==> src/rtl/fetch_ctrl.sv <==
// -----------------------------------------------------------------------------
// fetch_ctrl
//
// Fetch sequencer for the MIPS fetch stage. Owns the program counter, issues
// single-word reads to a 128-word instruction memory with 1-cycle read
// latency, and queues returned instructions in a 2-entry output buffer
// with a valid/ready handshake toward decode. Handles branch/jump redirects
// and fetch enable.
//
// Ports:
//   CLK, RST_N          clock; synchronous active-low reset
//   en                  fetch enable (0 stops new requests)
//   redir_valid/pc      redirect request and target byte address
//   mem_rd_en/addr      read request to instruction memory (word address)
//   mem_data/valid      read response from instruction memory
//   out_valid/ready     handshake toward decode for the buffer head
//   out_instr/pc        head instruction and its byte PC
// -----------------------------------------------------------------------------
module fetch_ctrl #(
    parameter int          ADDR_W   = 7,
    parameter logic [31:0] RESET_PC = 32'h0000_0000,
    parameter int          DEPTH    = 2
) (
    input  logic              CLK,
    input  logic              RST_N,
    input  logic              en,
    input  logic              redir_valid,
    input  logic [31:0]       redir_pc,
    output logic              mem_rd_en,
    output logic [ADDR_W-1:0] mem_rd_addr,
    input  logic [31:0]       mem_data,
    input  logic              mem_valid,
    output logic              out_valid,
    input  logic              out_ready,
    output logic [31:0]       out_instr,
    output logic [31:0]       out_pc
);

    localparam logic [1:0] IDLE  = 2'd0;
    localparam logic [1:0] RUN   = 2'd1;
    localparam logic [1:0] REDIR = 2'd2;

    localparam logic [2:0] DEPTH3 = 3'(DEPTH);

    logic [1:0]  state;
    logic [1:0]  stateNext;
    logic [31:0] pc;
    logic [31:0] reqPc;
    logic        inflight;
    logic        drop;
    logic [1:0]  count;
    logic        rdPtr;
    logic        wrPtr;
    logic [31:0] bufInstr [2];
    logic [31:0] bufPc    [2];

    logic response;
    logic push;
    logic pop;

    // ---------------------------------------------------------------------
    // Next-state logic
    // ---------------------------------------------------------------------
    // NOTE: every variable written in always_comb gets a default first, so no
    // path through the case leaves it unassigned and no latch is inferred.
    always_comb begin
        stateNext = state;
        case (state)
            IDLE:    stateNext = (en && !redir_valid) ? RUN : IDLE;
            RUN,
            REDIR:   begin
                if (redir_valid)
                    stateNext = REDIR;
                else
                    stateNext = en ? RUN : IDLE;
            end
            default: stateNext = IDLE;
        endcase
    end

    // Credit check uses the registered occupancy only; a pop in the same cycle
    // does not free a slot until the next cycle.
    assign mem_rd_en   = (state == RUN) && en && !redir_valid &&
                         (({1'b0, count} + {2'b00, inflight}) < DEPTH3);
    assign mem_rd_addr = pc[ADDR_W+1:2];

    // A response only counts when a request is actually outstanding. It is
    // discarded if an earlier redirect marked it stale or a redirect is
    // happening right now.
    assign response = mem_valid && inflight;
    assign push     = response && !drop && !redir_valid;
    assign pop      = out_valid && out_ready;

    assign out_valid = (count != 2'd0);
    assign out_instr = out_valid ? bufInstr[rdPtr] : 32'h0;
    assign out_pc    = out_valid ? bufPc[rdPtr]    : 32'h0;

    // ---------------------------------------------------------------------
    // Control state
    // ---------------------------------------------------------------------
    // NOTE: sequential state uses non-blocking assignments so every register
    // samples the pre-edge values, independent of statement order.
    always_ff @(posedge CLK) begin
        if (!RST_N) begin
            state    <= IDLE;
            pc       <= RESET_PC;
            reqPc    <= RESET_PC;
            inflight <= 1'b0;
            drop     <= 1'b0;
            count    <= 2'd0;
            rdPtr    <= 1'b0;
            wrPtr    <= 1'b0;
        end else begin
            state <= stateNext;

            if (redir_valid)
                pc <= redir_pc & 32'hFFFF_FFFC;
            else if (mem_rd_en)
                pc <= pc + 32'd4;

            if (mem_rd_en) begin
                inflight <= 1'b1;
                reqPc    <= pc;
            end else if (response) begin
                inflight <= 1'b0;
            end

            // A response arriving in the redirect cycle is dropped directly;
            // drop only covers a response that is still on its way.
            if (response)
                drop <= 1'b0;
            else if (redir_valid && inflight)
                drop <= 1'b1;

            // A redirect flushes everything that is not being popped now.
            if (redir_valid) begin
                count <= 2'd0;
                rdPtr <= 1'b0;
                wrPtr <= 1'b0;
            end else begin
                if (push)
                    wrPtr <= ~wrPtr;
                if (pop)
                    rdPtr <= ~rdPtr;
                case ({push, pop})
                    2'b10:   count <= count + 2'd1;
                    2'b01:   count <= count - 2'd1;
                    default: count <= count;
                endcase
            end
        end
    end

    // ---------------------------------------------------------------------
    // Buffer storage
    // ---------------------------------------------------------------------
    // NOTE: the storage array is not reset; out_instr/out_pc are gated by
    // out_valid, so stale contents are never visible.
    always_ff @(posedge CLK) begin
        if (push) begin
            bufInstr[wrPtr] <= mem_data;
            bufPc[wrPtr]    <= reqPc;
        end
    end

    // Overflow is impossible by construction of the credit check.
    assert property (@(posedge CLK) disable iff (!RST_N) {1'b0, count} <= DEPTH3)
        else $error("fetch_ctrl: buffer occupancy above depth");

endmodule

==> config.mk <==
export PLATFORM = sky130hd
export DESIGN_NAME = fetch_ctrl
export DESIGN_NICKNAME = d
export VERILOG_FILES = /design/src/rtl/fetch_ctrl.sv
export SDC_FILE = /design/constraint.sdc
export NUM_CORES = 1
export LEC_CHECK = 0
export ABC_AREA = 1
export CORE_UTILIZATION = 60
export CTS_CLUSTER_SIZE = 28
export DETAILED_ROUTE_END_ITERATION = 8
export DONT_BUFFER_PORTS = 1
export GPL_TIMING_DRIVEN = 0
export PLACE_DENSITY = 0.78
export SYNTH_ARGS = -nofsm -noshare
export SYNTH_HDL_FRONTEND = slang
export SYNTH_SLANG_ARGS = --single-unit
==> constraint.sdc <==
create_clock -name CLK -period 4.2 [get_ports CLK]
set_input_delay 0.21 -clock CLK [delete_from_list [all_inputs] [get_ports CLK]]
set_output_delay 0.21 -clock CLK [all_outputs]
set_load 0.005 [all_outputs]
# Yosys cells after proc, flatten, opt, wreduce, memory -nomap -nowiden
# Memory sizes are Yosys's and may differ from the RTL's. A register that Yosys moved wholly into a read port is not among the register bits.
# Cells that the tools add are included.
[totals]
ram_bits = 128
regBits = 72
inputBits = 70
out_inout_bits = 73
mem_count = 2
word_cells = 59
[memory_table]
columns = ["memory", "depth", "word_bits", "rd", "rd_ports_with_merged_regs", "write_ports", "line", "rtl"]
rows = [
  ["bufInstr", 2, 32, 1, 1, 1, "54", "logic [31:0] bufInstr [2];"],
  ["bufPc", 2, 32, 1, 1, 1, "55", "logic [31:0] bufPc [2];"],
]
[op_classes]
muxes = 17
reduce_logical = 19
eq_ne = 4
bitwise_logic = 3
n_lt_le_gt_ge = 1
n_addsub = 4
[ops]
columns = ["op", "count"]
rows = [
  ["$mux W32", 4],
  ["$add A32 B3 Y32 const B", 1],
  ["$mux W1", 10],
  ["$logic_and A1 B1 Y1", 9],
  ["$pmux W2 S2", 2],
  ["$reduce_bool A2 Y1", 4],
  ["$reduce_or A2 Y1", 3],
  ["$eq A2 B1 Y1 const B", 2],
  ["$eq A2 B2 Y1 const B", 2],
  ["$add A2 B1 Y3", 1],
  ["$lt A3 B2 Y1 const B", 1],
  ["$not A1 Y1", 3],
  ["$add A2 B1 Y2 const B", 1],
  ["$logic_not A1 Y1", 2],
  ["$logic_not A2 Y1", 1],
  ["$mux W2", 1],
  ["$sub A2 B1 Y2 const B", 1],
]

# Logic depth before layout (Yosys ltp)
[logic_depth]
depth_word = 6
ltp_mapped = 12

# Worst setup path before layout
# No wires, ideal clock.
[synth_path]
kind = "input -> register"
from = "input port redir_valid"
to = "memory bufInstr[1][0], enable pin"
setup_slack_ns = 0.526
arrival_ns = 3.191
required_ns = 3.716
n_path_buf = 1
stages = 4
path_cell_list = "buf_2 nor2_1 nand2_1 nor2_1"
[synth_between]
elab_chain_len = 4
[synth_lines]
columns = ["element", "line", "rtl"]
rows = [
  ["start, declared", "27", "input logic redir_valid,"],
  ["$logic_not A1 Y1", "91", "assign push = response && !drop && !redir_valid;"],
  ["$logic_and A1 B1 Y1", "91", ""],
  ["$mux W1", "160", "if (push) begin"],
  ["$mux W1 (not written as such)", "161", "bufInstr[wrPtr] <= mem_data;"],
  ["end, declared", "54", ""],
]
# Every way passes these cells.

# Final worst setup path
[layout_path]
from = "register count[0]"
to = "output port out_pc[15]"
[layout_between]
elab_chain_len = 2
[layout_lines]
columns = ["element", "line", "rtl"]
rows = [
  ["start, declared", "51", "logic [1:0] count;"],
  ["start signal, assigned", "146", "2'b10: count <= count + 2'd1;"],
  ["start signal, assigned", "147", "2'b01: count <= count - 2'd1;"],
  ["start signal, assigned", "148", "default: count <= count;"],
  ["$reduce_bool A2 Y1", "94", "assign out_valid = (count != 2'd0);"],
  ["$mux W32", "96", "assign out_pc = out_valid ? bufPc[rdPtr] : 32'h0;"],
  ["end, declared", "36", "output logic [31:0] out_pc"],
]
# Every way passes these cells.

==> qor_table.md <==
| Stage | Quantity | This run |
|---|---|---|
| floorplan | Horizontal extent of the die | 120.1 µm |
| timing | Fin. Hold Viols | 0 |
| yosys | Post-Syn Area | 8367 µm² |
| clock tree | Count of H-tree levels built during CTS | 4 |
| yosys | Syn Area/Cell | 9.225 µm² |
| route | DRC viols | 0 |
| global route | Pin count of the biggest net entering global routing | 36 |
| route | Total detailed-routing wirelength | 19420 µm |
| cells and area | Antenna Diode Count | 0 |
| clock tree | Insertion delay to the later sink of the worst-skew pair | 430 ps |
| timing | Total setup violations reported at the end of the flow | 0 |
| power | Power density of the placed cells | 406.5 nW/µm² |
| route | Count of antenna-violating nets left after detailed routing | 0 |
| placed design | Setup slack after placement | 1877 ps |
| floorplan | I/O Pins | 143 |
| cells and area | Relative area change from synthesis to final layout | 15.76% |
| global route | Via count of the first global-routing pass | 5984 |
| timing | Smallest setup slack after layout | 1836 ps |
| clock tree | Clock Path Buffers | 2 |
| job | Total of max-cap violations | 0 |
| worst setup path | Arrival time worst endpoint | 2150 ps |
| worst setup path | Critical path class | reg2out |
| route | DR WL met3 | 1346 µm |
| power | Net Sw Frac | 0.2104 |
| placed design | HPWL reported at the end of detailed placement | 13450 µm |
| cells and area | Post-route design area | 9686 µm² |
| clock tree | Total of hold buffers inserted after clock tree synthesis | 41 |
| global route | Total grt overflow | 0 |
| power | VDD IR max | 0.2105 mV |
| floorplan | Height of the die | 120.1 µm |
| power | Clk pwr share | 0.436 |
| cells and area | Fraction of layout instances using a drive strength above 1 | 0.09054 |
| yosys | Basic-gate share of the synthesized area counting and, or, nand and nor cells | 0.2179 |
| power | Combinational group share of total power | 0.041 |
| power | Power dissipated by switching net loads | 828.5 µW |
| worst setup path | Maximum fanout along the worst path | 10 |
| clock tree | Buffers inserted by post-CTS timing repair | 0 |
| placed design | Number of I/O port buffers | 0 |
| cells and area | Net count reported at finish | 1045 |
| yosys | Sequential-to-total area share from yosys stat | 0.6101 |
| placed design | Placement Cell Area | 8646 µm² |
| timing | Final Max Slew Viols | 0 |
| yosys | Area fraction in compound gates after synthesis | 0.09152 |
| power | Internal power | 3109 µW |
| route | Post-detailed-route wirelength per cell | 16.76 µm |
| clock tree | Clock tree root buffer cell | sky130_fd_sc_hd__clkbuf_16 |
| route | First DRT Iteration DRCs | 464 |
| yosys | Share of synthesized cell area in full adder, half adder and majority cells | 0.007477 |
| power | Overall Power | 3937 µW |
| floorplan | FP Rows | 42 |
| power | Leakage | 0.003672 µW |
| yosys | Area fraction of the dominant cell type after synthesis | 0.4450 |
| global route | All-layer global routing usage | 0.2824 |
| outcome | Run status | complete, no violations |
| cells and area | Number of fillers in the final layout | 1034 |
| worst setup path | Type of element launching the critical path | flip-flop |
| route | 1st-pass router iterations | 5 |
| cells and area | Most common cell after layout, fill and taps aside | sky130_fd_sc_hd__nand2_1 |
| floorplan | Starting density of the core | 0.6244 |
| cells and area | Leading cell types in the layout, fill and taps excluded | sky130_fd_sc_hd__nand2_1 (261), sky130_fd_sc_hd__edfxtp_1 (124), sky130_fd_sc_hd__a21oi_1 (95) |
| timing | Maximum achievable frequency | 0.4231 GHz |
| yosys | Post-synthesis xor/xnor area fraction | 0.004187 |
| timing | Fin crit share | 0.5628 |
| min path | Worst Hold Path Cells | 4 |
| yosys | Combinational family with the most area after synthesis | simple AND/OR/NAND/NOR gates |
| yosys | Yosys top cell by area | sky130_fd_sc_hd__edfxtp_1 |
| route | Overall via count from detail_route | 6329 |
| yosys | Warnings, synthesis | 0 |
| clock tree | Clock sinks | 193 |
| route | Uppermost layer routed | met4 |
| timing | Crit path time final | 2364 ps |
| route | Wl on met1 | 8470 µm |
| timing | Worst slew slack as a fraction of its limit | 0.3596 |
| timing | Hold Worst Slack | 30.88 ps |
| global route | Global-route wire length before repair | 30710 µm |
| floorplan | Core ar. | 13400 µm² |
| clock tree | Post-cts gate resize count | 0 |
| clock tree | CTS tree | yes |
| yosys | FF+latch count, synth | 193 |
| route | Met2 WL post-DR | 9273 µm |
| yosys | Cells after Synth | 907 |
| yosys | Distinct cells, synth | 38 |
| placed design | Routability cong. | 0.9375 |
| min path | Class of the tightest hold or removal check | in2reg |
| worst setup path | Endpoint type of the worst setup path | output pin |
| route | Mean number of vias per cell | 5.461 |
| timing | Setup total negative slack | 0 ps |
| yosys | Cell types with the largest area share after synthesis | sky130_fd_sc_hd__edfxtp_1 (45%), sky130_fd_sc_hd__dfxtp_1 (17%), sky130_fd_sc_hd__nand2_1 (12%) |
| global route | Initial antenna violation count | 0 |
| timing | RSZ-0062 raised after global routing | false |
| clock tree | Total clock buffers created by CTS | 17 |
| power | Seq pwr share | 0.523 |
| floorplan | Die Area | 14420 µm² |
| clock tree | Clk slew on worst S/H paths | 70 ps |
| worst setup path | Worst Reg-to-Reg Cells | 10 |
| worst setup path | Data required, critical path | 3990 ps |
| timing | Slew at the pin with the worst max-slew slack | 957.1 ps |
| timing | Clock tree skew after final layout | 6.149 ps |
| yosys | Proportion of synthesized area in mux cells | 0 |
## worst max-delay path, cell delays in order (launching register included)
cell and delay [ps]:
sky130_fd_sc_hd__dfxtp_1 360, sky130_fd_sc_hd__nor2_1 740, sky130_fd_sc_hd__clkbuf_1 450, sky130_fd_sc_hd__a21oi_1 180
## stage by stage
stage,std cells,utilization
after floorplan,908,-
after global placement,1084,0.6411
after detailed placement,1086,0.6452
after CTS,1159,0.7228
after global routing,1159,0.7228
final,1159,0.7228
## state kept, by name, indices dropped and copies added, names as in the netlist, named ones only
register / flops
wrPtr: 1
rdPtr: 1
count: 2
bufInstr: 64
state: 2
reqPc: 30
bufPc: 60
inflight: 1
pc: 30
drop: 1
## final cells by class
cell class	count	area (µm²)	share of cell area
well taps	176	220.2	0.02274
repair buffers	43	450.4	0.04651
flip-flops and latches	193	5105	0.5271
clock inverters	14	200.2	0.02067
clock buffers	18	429.2	0.04431
inverters	79	296.5	0.03062
multi-input cells	585	2709	0.2797
plain buffers	51	275.3	0.02842
## worst paths after layout
| kind | start | endpoint | slack, ps |
|---|---|---|---|
| worst max register to register | count[0] | count[1] | 1840 |
| worst min register to register | reqPc[29] | bufPc[1][29] | 460 |
| worst min-delay path | redir_pc[6] | pc[6] | 30 |
| worst max-delay path | count[0] | out_pc[15] | 1840 |
## cells in the mapped netlist, drive strengths merged
master / n
a211oi: 5
a21boi: 1
a21oi: 96
a22oi: 1
a31oi: 5
and2: 1
buf: 28
clkbuf: 23
conb: 1
dfxtp: 69
edfxtp: 124
ha: 5
inv: 79
nand2: 266
nand3: 48
nand3b: 1
nand4: 5
nor2: 91
nor3: 14
nor3b: 1
o211ai: 4
o21a: 1
o21ai: 32
or2: 2
xnor2: 1
xor2: 3
## power groups by stage
stage | Combinational (µW) | Sequential (µW) | Clock, µW
floorplan | 95.8 | 2090 | 0
global placement | 122 | 2100 | 0
detailed placement | 124 | 2100 | 0
CTS | 161 | 2060 | 1730
global route | 182 | 2060 | 1820
finish | 163 | 2060 | 1720
## metal layers
| metal | global-route usage | vias to the layer above |
|---|---|---|
| met5 | 0 | - |
| met4 | 0.09453 | 0 |
| met3 | 0.05228 | 26 |
| met2 | 0.4626 | 255 |
| met1 | 0.3787 | 2928 |
| li1 | - | 3120 |
## cell families (layout without fill, tap and decap cells)
| family | count (synthesis) | after routing |
|---|---|---|
| flops | 193 | 193 |
| fa+ha+maj | 5 | 5 |
| xor+xnor | 4 | 4 |
| other cells | 1 | 2 |
| compound gates | 145 | 145 |
| buf+inv | 130 | 205 |
| simple gates | 429 | 429 |
Note: power is estimated with default switching activity, not from simulation.
